[config.mk]
export PLATFORM = sky130hd
export DESIGN_NAME = mem_port_arbiter_flat
export DESIGN_NICKNAME = d
export VERILOG_FILES = /design/src/rtl/mem_port_arbiter_if.sv /design/src/rtl/mem_port_arbiter.sv /design/src/flat_wrapper.sv
export SDC_FILE = /design/constraint.sdc
export NUM_CORES = 1
export LEC_CHECK = 0
export ABC_AREA = 1
export CAP_MARGIN = 20
export CORE_AREA = 2 2 106 108
export DETAILED_ROUTE_END_ITERATION = 10
export DIE_AREA = 0 0 108 110
export PLACE_DENSITY = 0.7
export RECOVER_POWER = 100
export SKIP_LAST_GASP = 1
export SLEW_MARGIN = 20
export SYNTH_ARGS = -nofsm -noshare
export SYNTH_HDL_FRONTEND = slang
export SYNTH_SLANG_ARGS = --single-unit
[constraint.sdc]
create_clock -name CLK -period 2.2 [get_ports CLK]
set_input_delay 0.22 -clock CLK [delete_from_list [all_inputs] [get_ports CLK]]
set_output_delay 0.22 -clock CLK [all_outputs]
set_load 0.01 [all_outputs]
[src/rtl/mem_port_arbiter_if.sv]
// rtl/mem_port_arbiter_if.sv - IFU/LSU request, response and memory port bundle
interface mem_port_arbiter_if;
  logic        ifu_req;
  logic [31:0] ifu_addr;
  logic        ifu_gnt;
  logic        ifu_rvld;
  logic [31:0] ifu_rdata;
  logic        lsu_mem_en;
  logic [3:0]  lsu_mem_wen;
  logic [31:0] lsu_addr;
  logic [31:0] lsu_wdata;
  logic        lsu_gnt;
  logic        lsu_mem_rvld;
  logic [31:0] lsu_rdata;
  logic        mem_en;
  logic [3:0]  mem_wen;
  logic [31:0] mem_addr;
  logic [31:0] mem_wdata;
  logic        mem_rvld;
  logic [31:0] mem_rdata;
  logic        err_timeout;

  modport slave (
    input  ifu_req, ifu_addr, lsu_mem_en, lsu_mem_wen, lsu_addr, lsu_wdata,
           mem_rvld, mem_rdata,
    output ifu_gnt, ifu_rvld, ifu_rdata, lsu_gnt, lsu_mem_rvld, lsu_rdata,
           mem_en, mem_wen, mem_addr, mem_wdata, err_timeout
  );

  modport master (
    output ifu_req, ifu_addr, lsu_mem_en, lsu_mem_wen, lsu_addr, lsu_wdata,
           mem_rvld, mem_rdata,
    input  ifu_gnt, ifu_rvld, ifu_rdata, lsu_gnt, lsu_mem_rvld, lsu_rdata,
           mem_en, mem_wen, mem_addr, mem_wdata, err_timeout
  );
endinterface

[src/rtl/mem_port_arbiter.sv]
// rtl/mem_port_arbiter.sv - shares one memory port between IFU and LSU, one outstanding read
module mem_port_arbiter #(
  parameter int STARVE_MAX = 3,
  parameter int TIMEOUT    = 15
) (
  input  logic              CLK,
  input  logic              RSTN,
  mem_port_arbiter_if.slave bus
);
  localparam int SW = ($clog2(STARVE_MAX + 1) > 2) ? $clog2(STARVE_MAX + 1) : 2;
  localparam logic [SW-1:0] STARVE_LIM  = SW'(STARVE_MAX);
  localparam logic [7:0]    TIMEOUT_LIM = 8'(TIMEOUT);

  typedef enum logic [1:0] {
    IDLE   = 2'd0,
    RD_IFU = 2'd1,
    RD_LSU = 2'd2
  } state_t;

  state_t        r_state;
  logic [SW-1:0] r_starve_cnt;
  logic [7:0]    r_wait_cnt;
  logic          r_err_timeout;

  logic w_idle;
  logic w_busy;
  logic w_ifu_win;
  logic w_lsu_win;
  logic w_lsu_wr;
  logic w_timeout;
  logic w_done;

  // RSTN gates both qualifiers so every combinational output is masked during reset
  assign w_idle    = RSTN && (r_state == IDLE);
  assign w_busy    = RSTN && (r_state != IDLE);
  assign w_ifu_win = w_idle && bus.ifu_req && (!bus.lsu_mem_en || (r_starve_cnt == STARVE_LIM));
  assign w_lsu_win = w_idle && bus.lsu_mem_en && !w_ifu_win;
  assign w_lsu_wr  = |bus.lsu_mem_wen;
  assign w_timeout = w_busy && !bus.mem_rvld && (r_wait_cnt == TIMEOUT_LIM);
  assign w_done    = w_busy && (bus.mem_rvld || w_timeout);

  assign bus.ifu_gnt   = w_ifu_win;
  assign bus.lsu_gnt   = w_lsu_win;
  assign bus.mem_en    = w_ifu_win || w_lsu_win;
  assign bus.mem_wen   = w_lsu_win ? bus.lsu_mem_wen : 4'b0000;
  assign bus.mem_addr  = w_ifu_win ? bus.ifu_addr : (w_lsu_win ? bus.lsu_addr : 32'd0);
  assign bus.mem_wdata = w_lsu_win ? bus.lsu_wdata : 32'd0;

  // A timed-out read returns zero data rather than whatever sits on mem_rdata
  assign bus.ifu_rvld     = w_done && (r_state == RD_IFU);
  assign bus.lsu_mem_rvld = w_done && (r_state == RD_LSU);
  assign bus.ifu_rdata    = (bus.ifu_rvld && bus.mem_rvld) ? bus.mem_rdata : 32'd0;
  assign bus.lsu_rdata    = (bus.lsu_mem_rvld && bus.mem_rvld) ? bus.mem_rdata : 32'd0;
  assign bus.err_timeout  = r_err_timeout;

  always_ff @(posedge CLK or negedge RSTN) begin
    if (!RSTN) begin
      r_state       <= IDLE;
      r_starve_cnt  <= '0;
      r_wait_cnt    <= '0;
      r_err_timeout <= 1'b0;
    end else begin
      unique case (r_state)
        IDLE: begin
          if (w_ifu_win) begin
            r_state      <= RD_IFU;
            r_wait_cnt   <= '0;
            r_starve_cnt <= '0;
          end else if (w_lsu_win) begin
            if (bus.ifu_req && (r_starve_cnt != STARVE_LIM))
              r_starve_cnt <= r_starve_cnt + SW'(1);
            // Writes complete in the grant cycle and leave nothing outstanding
            if (!w_lsu_wr) begin
              r_state    <= RD_LSU;
              r_wait_cnt <= '0;
            end
          end
        end
        default: begin
          if (r_wait_cnt != 8'hFF)
            r_wait_cnt <= r_wait_cnt + 8'd1;
          if (w_timeout)
            r_err_timeout <= 1'b1;
          if (w_done)
            r_state <= IDLE;
        end
      endcase
    end
  end
endmodule

[src/flat_wrapper.sv]
// flat-port wrapper written by rule: the top's interface ports become plain ports
module mem_port_arbiter_flat 
#(
  parameter int STARVE_MAX = 3,
  parameter int TIMEOUT    = 15
)
  (CLK, RSTN, bus_ifu_req, bus_ifu_addr, bus_lsu_mem_en, bus_lsu_mem_wen, bus_lsu_addr, bus_lsu_wdata, bus_mem_rvld, bus_mem_rdata, bus_ifu_gnt, bus_ifu_rvld, bus_ifu_rdata, bus_lsu_gnt, bus_lsu_mem_rvld, bus_lsu_rdata, bus_mem_en, bus_mem_wen, bus_mem_addr, bus_mem_wdata, bus_err_timeout);
  mem_port_arbiter_if bus_i ();
  input  logic CLK;
  input  logic RSTN;
  input wire logic [$bits(bus_i.ifu_req)-1:0] bus_ifu_req;
  input wire logic [$bits(bus_i.ifu_addr)-1:0] bus_ifu_addr;
  input wire logic [$bits(bus_i.lsu_mem_en)-1:0] bus_lsu_mem_en;
  input wire logic [$bits(bus_i.lsu_mem_wen)-1:0] bus_lsu_mem_wen;
  input wire logic [$bits(bus_i.lsu_addr)-1:0] bus_lsu_addr;
  input wire logic [$bits(bus_i.lsu_wdata)-1:0] bus_lsu_wdata;
  input wire logic [$bits(bus_i.mem_rvld)-1:0] bus_mem_rvld;
  input wire logic [$bits(bus_i.mem_rdata)-1:0] bus_mem_rdata;
  output wire logic [$bits(bus_i.ifu_gnt)-1:0] bus_ifu_gnt;
  output wire logic [$bits(bus_i.ifu_rvld)-1:0] bus_ifu_rvld;
  output wire logic [$bits(bus_i.ifu_rdata)-1:0] bus_ifu_rdata;
  output wire logic [$bits(bus_i.lsu_gnt)-1:0] bus_lsu_gnt;
  output wire logic [$bits(bus_i.lsu_mem_rvld)-1:0] bus_lsu_mem_rvld;
  output wire logic [$bits(bus_i.lsu_rdata)-1:0] bus_lsu_rdata;
  output wire logic [$bits(bus_i.mem_en)-1:0] bus_mem_en;
  output wire logic [$bits(bus_i.mem_wen)-1:0] bus_mem_wen;
  output wire logic [$bits(bus_i.mem_addr)-1:0] bus_mem_addr;
  output wire logic [$bits(bus_i.mem_wdata)-1:0] bus_mem_wdata;
  output wire logic [$bits(bus_i.err_timeout)-1:0] bus_err_timeout;
  assign bus_i.ifu_req = bus_ifu_req;
  assign bus_i.ifu_addr = bus_ifu_addr;
  assign bus_i.lsu_mem_en = bus_lsu_mem_en;
  assign bus_i.lsu_mem_wen = bus_lsu_mem_wen;
  assign bus_i.lsu_addr = bus_lsu_addr;
  assign bus_i.lsu_wdata = bus_lsu_wdata;
  assign bus_i.mem_rvld = bus_mem_rvld;
  assign bus_i.mem_rdata = bus_mem_rdata;
  assign bus_ifu_gnt = bus_i.ifu_gnt;
  assign bus_ifu_rvld = bus_i.ifu_rvld;
  assign bus_ifu_rdata = bus_i.ifu_rdata;
  assign bus_lsu_gnt = bus_i.lsu_gnt;
  assign bus_lsu_mem_rvld = bus_i.lsu_mem_rvld;
  assign bus_lsu_rdata = bus_i.lsu_rdata;
  assign bus_mem_en = bus_i.mem_en;
  assign bus_mem_wen = bus_i.mem_wen;
  assign bus_mem_addr = bus_i.mem_addr;
  assign bus_mem_wdata = bus_i.mem_wdata;
  assign bus_err_timeout = bus_i.err_timeout;
  mem_port_arbiter #(.STARVE_MAX(STARVE_MAX), .TIMEOUT(TIMEOUT)) u_core (.CLK(CLK), .RSTN(RSTN), .bus(bus_i));
endmodule
==> results of run 1 <==
## critical path, stage by stage, from the launching register on
cell and delay [ns]:
dfrtp_1 0.39, ha_1 0.23, nor2_2 0.12, buf_4 0.14, nor2_8 0.04, inv_2 0.07
nand2_4 0.06, inv_4 0.09, buf_12 0.15, nand2_1 0.06, nand2_1 0.05, dlygate4sd2_1 0.26
## per-layer routing
metal / vias up / global-route usage, % / wire length, um
met1: 1386 / 16.0 / 3530
li1: 1669 / - / -
met5: - / 0 / 0
met3: 17 / 3.70 / 1090
met2: 188 / 27.2 / 4920
met4: 0 / 4.30 / 195
## kinds of logic (layout without fill, tap and decap cells)
logic type / after synthesis / count (layout) / synth area share, %
flip-flops: 13 / 13 / 17.2
adder cells (fa/ha/maj): 2 / 2 / 1.33
buffers and inverters: 96 / 378 / 20.7
AO/OA/AOI/OAI: 7 / 7 / 2.25
AND/OR/NAND/NOR: 268 / 268 / 58.0
XOR/XNOR: 1 / 1 / 0.464
## Yosys cell counts, types with 3 or more instances
cell type	instances
inv_1	78
nor2_1	107
or2_2	3
nor3_1	4
nand2_1	133
nand3_1	11
nand4_1	3
a21oi_1	3
buf_6	3
clkbuf_1	6
buf_2	4
dfrtp_1	13
## layout make-up
type / count / share of cell area, %
repair buffers: 293 / 57.3
multi-input cells: 278 / 24.7
flip-flops and latches: 13 / 6.85
clock buffers: 4 / 0.948
inverters: 81 / 6.45
well taps: 140 / 3.69
## per-stage QoR
step / worst slack, ns / hold slack (ns) / total power (uW) / setup TNS (ns) / std cells
floorplan: 0.482 / -0.0756 / 1160 / 0 / 387
global placement: -0.141 / 0.456 / 2090 / -6.58 / 805
detailed placement: -0.157 / 0.475 / 2130 / -7.35 / 805
CTS: -0.0371 / 0.112 / 2250 / -0.0371 / 809
global route: -0.0580 / 0.124 / 2410 / -0.198 / 809
finish: 0.0627 / 0.105 / 2200 / 0 / 809
## power groups by stage
stage / Combinational, uW / Clock (uW) / Sequential, uW
6_report: 1550 / 220 / 429
3_3_place_gp: 1670 / 0 / 422
3_5_place_dp: 1700 / 0 / 429
4_1_cts: 1590 / 229 / 426
5_1_grt: 1720 / 243 / 445
2_1_floorplan: 743 / 0 / 416
## final timing paths
path	cells past startpoint	from	end	slack (ns)
worst max-delay path	11	u_core.r_starve_cnt[0]	bus_mem_addr[14]	0.06
worst max register to register	10	u_core.r_starve_cnt[0]	u_core.r_wait_cnt[3]	0.55
max in group asynchronous	3	RSTN	u_core.r_wait_cnt[5]	1.29
worst min-delay path	2	RSTN	u_core.r_starve_cnt[0]	0.10
min in group CLK	1	u_core.bus.err_timeout	u_core.bus.err_timeout	0.48
worst min register to register	1	u_core.bus.err_timeout	u_core.bus.err_timeout	0.48
## sequential cells by signal, indices dropped and copies added, names as in the netlist
register / count
u_core.r_state: 2
u_core.bus.err_timeout: 1
u_core.r_wait_cnt: 8
u_core.r_starve_cnt: 2
## repair_timing
item / CTS / global route
endpoints found under the setup margin: 93 / 71
resized for setup: 75 / 89
hold endpoints to repair: 0 / 0
==> impl_metrics.toml, run 1 <==
[synth]
synth_top_area_share_pct = 26.5
ys_seq_area_share_pct = 17.2
synthArstFlopShare_pct = 100
syn_avg_cell_area_um2 = 4.88
synth_warnings = 0
syn_inst = 387
ys_types = 28
synthesis.area_um2 = 1890
synthTopCellsByArea = "nand2_1, nor2_1, dfrtp_1"
synthFlopType = "dfrtp_1"
synth-edff-count = 0
synth_seq_cells = 13
synth_nets = 526
synth_top_cell_by_area = "nand2_1"

[detailed_routing]
drtPass1Iterations = 4
drtAntennaViolNets = 0
drcViolationCount = 0
wl_um = 9730
drt_iter0_drc = 229
vias = 3260
viasPerCell = 4.03
avgRoutedWirePerCell_um = 12.0

[placed_design]
dp_hpwl_um = 8400
gp_congestion = 0.790
dpl_cell_area_um2 = 4930
numPortBuffers = 274

[timing]
fin_crit_sh_pct = 97.1
rsz0062_at_grt = "yes"
fmax_ghz = 0.468
slew_headroom_pct = 58.8
fin_skew_ns = 0.00227
worstMarginPinSlew_ns = 0.618
min_period_ns = 2.14
finalSetupViolCount = 0
final_max_slew_viol_count = 0
hold_violations = 0

[finish]
layout_commonest_cell = "clkdlybuf4s50_1"
multiInputGateArea_um2 = 1170
seq_area_um2 = 325
final_core_util_pct = 44.4
fin_area_um2 = 4750
finalNetCount = 809
area_growth_pct = 152
antenna_cells = 0
fillers = 1113
final_cell_mix = "clkdlybuf4s50_1, nand2_1, nor2_1"
drive_gt1_share_pct = 10.3

[grt]
antenna_found_initial = 0
grt_overflow = 0
grt_max_degree = 37
grt_pass1_wl_um = 14000
grt_usage_pct = 14.5
grt_pass1_vias = 3090

[critical_path]
cp.required_ns = 1.98
start_kind = "flip-flop"
worstPathMaxFanout = 19
worst-setup-path-type = "flip-flop to primary output"
crit_arrival_ns = 1.92
crit_path_end_kind = "primary output"

[power_and_ir_drop]
p_int_uw = 1240
switching_share_pct = 43.9
ir_worst_vdd_uv = 240
power_frac_seq_pct = 19.5
p_per_area_nw_per_um2 = 464
power_switching_uw = 967
p_clk_share_pct = 10.0
p_leak_uw = 0.00266
comb_power_share_pct = 70.5

[clock_tree]
hold_buffers = 0
cts_root_buf = "clkbuf_8"
cts_tree = "yes"
cts_num_sinks = 13
worstSkewPairLatency_ns = 0.25
h-tree-depth = 1
path_clk_slew_ns = 0.06
post_cts_buffers = 0
clockBufferDepth = 2
cts_made_buffers = 3

[die]
fp.dieW_um = 108
initial_utilization_pct = 17.6
die_y_um = 110
num_rows = 38
coreArea_um2 = 10700
pin_count = 275
die_area_um2 = 11900

[outcome]
outcome = "completed"

[min_path]
min_path_type = "primary input to async pin"

[run]
drv_cap = 0
Note: power is estimated with default switching activity, not from simulation.
==> run 2, diff against run 1 <==
DONT_BUFFER_PORTS = 1   (was not set)
PLACE_DENSITY = 0.37   (was 0.7)
==> run 2 against run 1 <==
Net effect: highest routed layer unchanged; worst setup slack improved by 0.10 ns; via count down 22%; wire length fell by 8.0%; non-clock buffer count fell by 218; die area is the same; clock skew about the same; global-route usage shrank 1.6 points; clock-buffer cell count shrank 1; first-iteration DRC count is 27% lower; worst hold slack improved by 0.073 ns; largest power group unchanged; largest cell class is now multi-input gates; sequential share of layout area up 6.9 points.
==> impl_metrics.toml, run 2 (same netlist as run 1, synthesis figures left out) <==
[outcome]
outcome = "completed"

[finish]
final_core_util_pct = 22.1
final_cell_mix = "nand2_1, nor2_1, inv_1"
layout_commonest_cell = "nand2_1"
drive_gt1_share_pct = 5.32
largest_register_ffs = 8
top_regs = "u_core.r_wait_cnt: 8 flops, u_core.r_starve_cnt: 2 flops, u_core.r_state: 2 flops"
fillers = 1301
finalNetCount = 591
largest_register = "u_core.r_wait_cnt"
area_growth_pct = 25.5

[clock_tree]
path_clk_slew_ns = 0.06
cts_made_buffers = 3
post_cts_buffers = 0
cts_root_buf = "clkbuf_8"
h-tree-depth = 1
cts_tree = "yes"
clockBufferDepth = 2
worstSkewPairLatency_ns = 0.25
cts_num_sinks = 13

[critical_path]
critPathLaunch = "u_core.r_state[0]"
cpPeakStageDelay_ns = 0.46
worstPathMaxFanout = 31
rr_worst_depth = 7
path_common_cell = "nand2_1"
worst-path-stages = 6
rr_startpoint = "u_core.r_state[0]"
start_kind = "flip-flop"
path_delay_family = "simple AND/OR/NAND/NOR gates"
path_cells = "nor2_4, nand3_4, nor2_8, buf_4, nand2_1, nand2_1"
slowest_stage = "dfrtp_1"
crit_arrival_ns = 1.82
worst-path-buf-inv = 1
cp.required_ns = 1.98
crit_path_end_kind = "primary output"
worst-setup-path-type = "flip-flop to primary output"

[min_path]
hold_start = "bus_lsu_mem_wen[1]"
min_path_type = "primary input to flip-flop"
holdPathStages = 3

[grt]
grt_pass1_wl_um = 11500
antenna_found_initial = 3
grt_max_degree = 34
grt_usage_pct = 12.9
grt_overflow = 0
grt_pass1_vias = 2090

[die]
coreArea_um2 = 10700
die_area_um2 = 11900
initial_utilization_pct = 17.6
pin_count = 275
fp.dieW_um = 108
die_y_um = 110
num_rows = 38

[placed_design]
numPortBuffers = 0
gp_congestion = 0.869
dp_hpwl_um = 7670

[detailed_routing]
avgRoutedWirePerCell_um = 15.1
viasPerCell = 4.29
drtPass1Iterations = 4
vias = 2546
wl_um = 8960
drcViolationCount = 0
drt_iter0_drc = 168
drtAntennaViolNets = 0

[power_and_ir_drop]
fin_total_pwr_uw = 1610
p_per_area_nw_per_um2 = 679
ir_worst_vdd_uv = 246
p_leak_uw = 0.00146

[timing]
finalSetupViolCount = 0
rsz0062_at_grt = "no"
fmax_ghz = 0.491
final_max_slew_viol_count = 0
min_period_ns = 2.04
worstMarginPinSlew_ns = 0.621
fin_crit_sh_pct = 92.5
slew_headroom_pct = 58.5
fin_skew_ns = 0.00190
hold_slack_ns = 0.178
fin_setup_tns_ns = 0
hold_violations = 0

[run]
drv_cap = 0
-- run 2: power by group --
| part | leakage (uW) | internal, uW | switching (uW) |
|---|---|---|---|
| logic | 0.00126 | 274 | 670 |
| clock network | 0.0000255 | 125 | 96.5 |
| registers | 0.000173 | 331 | 111 |
-- run 2: area by class of cell --
class                      count  area [um2]  area share [%]
multi-input combinational    278        1180            50.1
sequential                    13         325            13.7
timing repair buffer          75         319            13.5
inverter                      81         312            13.2
tap                          140         175            7.40
clock buffer                   3        41.3            1.74
clock inverter                 1        5.00           0.211
antenna                        2        5.00           0.211
-- run 2: worst reg2reg max path: stages (launching register included) --
cell	delay, ns
dfrtp_1	0.46
nor2_4	0.19
clkinv_1	0.28
nor2_1	0.21
nand2_1	0.10
nand2_1	0.25
nand2_1	0.09
nand2_1	0.06
-- run 2: worst paths after layout --
check	slack [ns]	to
max	0.16	bus_mem_addr[15]
min	0.18	u_core.r_state[1]
max reg2reg	0.49	u_core.r_wait_cnt[6]
min reg2reg	0.48	u_core.r_starve_cnt[0]
max in group asynchronous	1.37	u_core.r_wait_cnt[7]
min in group asynchronous	0.43	u_core.r_wait_cnt[1]
-- run 2: repair_timing --
item | in CTS | in global routing
gates cloned | 0 | 0
resized for setup | 2 | 6
hold buffers | 1 | 0
endpoints found under the setup margin | 43 | 49
hold endpoints to repair | 13 | 0
pin swaps | 0 | 0
-- run 2: through the flow --
step	instances	worst slack [ns]	area (um2)
floorplan	387	0.482	1890
global placement	586	0.241	2530
detailed placement	586	0.163	2530
CTS	591	0.00923	2590
global route	591	0.0134	2360
finish	593	0.164	2370
-- run 2: routing by layer --
layer  share of wire (%)  global-route usage (%)  up-vias
li1                    -                       -     1241
met1                  36                    14.0     1110
met2                  52                    24.8      193
met3                  12                    4.70        2
met4                0.21                    1.10        0
met5                   0                       0        -
==> patch: new RTL, flow settings as in run 1 <==
`STARVE_MAX` is set to 3 in 2 places; all go to 6.
--- a/src/rtl/mem_port_arbiter.sv
+++ b/src/rtl/mem_port_arbiter.sv
@@ -1,5 +1,5 @@
 // rtl/mem_port_arbiter.sv - shares one memory port between IFU and LSU, one outstanding read
 module mem_port_arbiter #(
-  parameter int STARVE_MAX = 3,
+  parameter int STARVE_MAX = 6,
   parameter int TIMEOUT    = 15
 ) (
--- a/src/flat_wrapper.sv
+++ b/src/flat_wrapper.sv
@@ -2,5 +2,5 @@
 module mem_port_arbiter_flat 
 #(
-  parameter int STARVE_MAX = 3,
+  parameter int STARVE_MAX = 6,
   parameter int TIMEOUT    = 15
 )
Check against the original RTL: not equivalent (Yosys sat finds a counterexample within 4 cycles, from zero or initial values and one cycle with RSTN low).
==> patch against run 1 <==
  * First-iteration DRC count decreased by 25%
  * Core utilization grew 2.3 points
  * Sequential cell count is 1 higher
  * Synthesized area increased by 5.0%
  * Critical endpoint is now bus_ifu_rdata[27]
  * Total power decreased by 3.6%
  * Final area grew 5.2%
  * Routed wire length is 4.0% higher
  * Sequential share of layout area up 0.16 points
  * Setup slack better by 0.033 ns
==> patch: results (changes against run 1) <==
status -> finished clean
Netlist cell types -> 25 (-11%)
synth cell count leaders -> nand2_1 (137), nor2_1 (114), inv_1 (80)
comb_multi_in -> 291 (+4.7%)
FF-to-FF Start -> u_core.r_wait_cnt[0]
post-synthesis register bit count -> 14 (+1)
Clock-cell share -> 0.00826 (-0.00122)
detailed placement HPWL -> 8740 um (+4.0%)
hold buffer count at cts -> 0 (unchanged)
delay of the slowest cell on the worst path -> 0.56 ns (+0.17 ns)
Fin Hold WS -> 0.407 ns (+0.303 ns)
first-pass GRT wire length -> 14800 um (+5.9%)
reg2reg path depth -> 8 (-2)
largest registers -> u_core.r_wait_cnt x8, u_core.r_starve_cnt x3, u_core.r_state x2
I/O Buffers -> 274 (unchanged)
crit-path max FO -> 32 (+13)
vias per inst -> 4.11 (+2.1%)
Slowest-stage cell, CP -> clkdlybuf4s50_1
critical path endpoint -> bus_ifu_rdata[27]
RD Place Congestion -> 0.868 (+9.9%)
syn nets -> 543 (+3.2%)
WP data required -> 1.98 ns (about the same)
final WL -> 10100 um (+4.0%)
static leakage -> 0.00281 uW (+5.4%)
Adder-Cell Fraction of Synth Area -> 0.0190 (+0.00569)
number of non-clock inverters -> 83 (+2.5%)
Setup Skew -> 0.00347 ns (+0.00120 ns)
global-route usage over all layers -> 0.153 (+0.00823)
share of cell area taken by multi-input logic gates -> 0.247 (about the same)
Clock Tree Root -> clkbuf_8
final net count -> 828 (+2.3%)
Synth Flop Type -> dfrtp_1
CTS Buf Count -> 3 (unchanged)
Synth Area in Compound Gates -> 0.0253 (+0.00272)
top cells by area, synth -> nand2_1 (26%), nor2_1 (22%), dfrtp_1 (18%)
sequential-to-total area share from yosys stat -> 0.177 (+0.00447)
largest net degree at the start of global routing -> 34 (-8.1%)
number of global-route vias before repair -> 3239 (+4.8%)
Worst Max-Slew Pin Slew -> 0.253 ns (-0.365 ns)
reg2reg end -> u_core.r_wait_cnt[7]
initial DRC count -> 171 (-25%)
# fillers -> 1092 (-1.9%)
TritonRoute pass-1 iters -> 6 (+2)
postcts setup bufs -> 2 (+2)
CP startpoint -> RSTN
Worst Hold Class -> input pin to asynchronous set/reset pin
CTS-repair resized insts -> 94 (+25%)
Signal buffers -> 295 (+0.68%)
CP top delay family -> buffers and inverters
Sequential Area -> 350 sq um (+7.7%)
layout cells sized above 1 -> 0.0816 (-0.0215)
VDD IR-drop max -> 0.267 mV (+11%)
XOR/XNOR Fraction of Synth Area -> 0.00884 (+0.00420)
Data buffer area share -> 0.577 (+0.00312)
Most flops, register -> u_core.r_wait_cnt
## patch: logic make-up after synthesis
group | Yosys count
xor gates and xnor gates | 2
buffers and inverters | 98
DFF | 14
and+or+nand+nor | 278
AOI/OAI and AO/OA | 8
adders and majority gates | 3
## patch: per-stage QoR
stage          utilization  setup WS (ns)  TNS [ns]  area (sq um)  cells
2_1_floorplan            -          0.529         0          1980    403
3_3_place_gp         0.466        -0.0756     -1.54          4990    819
3_5_place_dp         0.466         -0.111     -3.59          4990    819
4_1_cts              0.469         0.0104         0          5010    825
5_1_grt              0.467       -0.00813   -0.0175          5000    826
6_report             0.467         0.0952         0          5000    826
## patch: power breakdown
group | switching [uW] | leakage, uW | internal (uW)
combinational | 727 | 0.00260 | 772
clock | 86.8 | 0.0000216 | 121
sequential | 84.0 | 0.000189 | 333
## patch: per-layer routing
metal | wire (um) | track usage
met2 | 5380 | 0.314
met1 | 3520 | 0.150
met3 | 1140 | 0.0441
met4 | 87 | 0.0321
met5 | 0 | 0
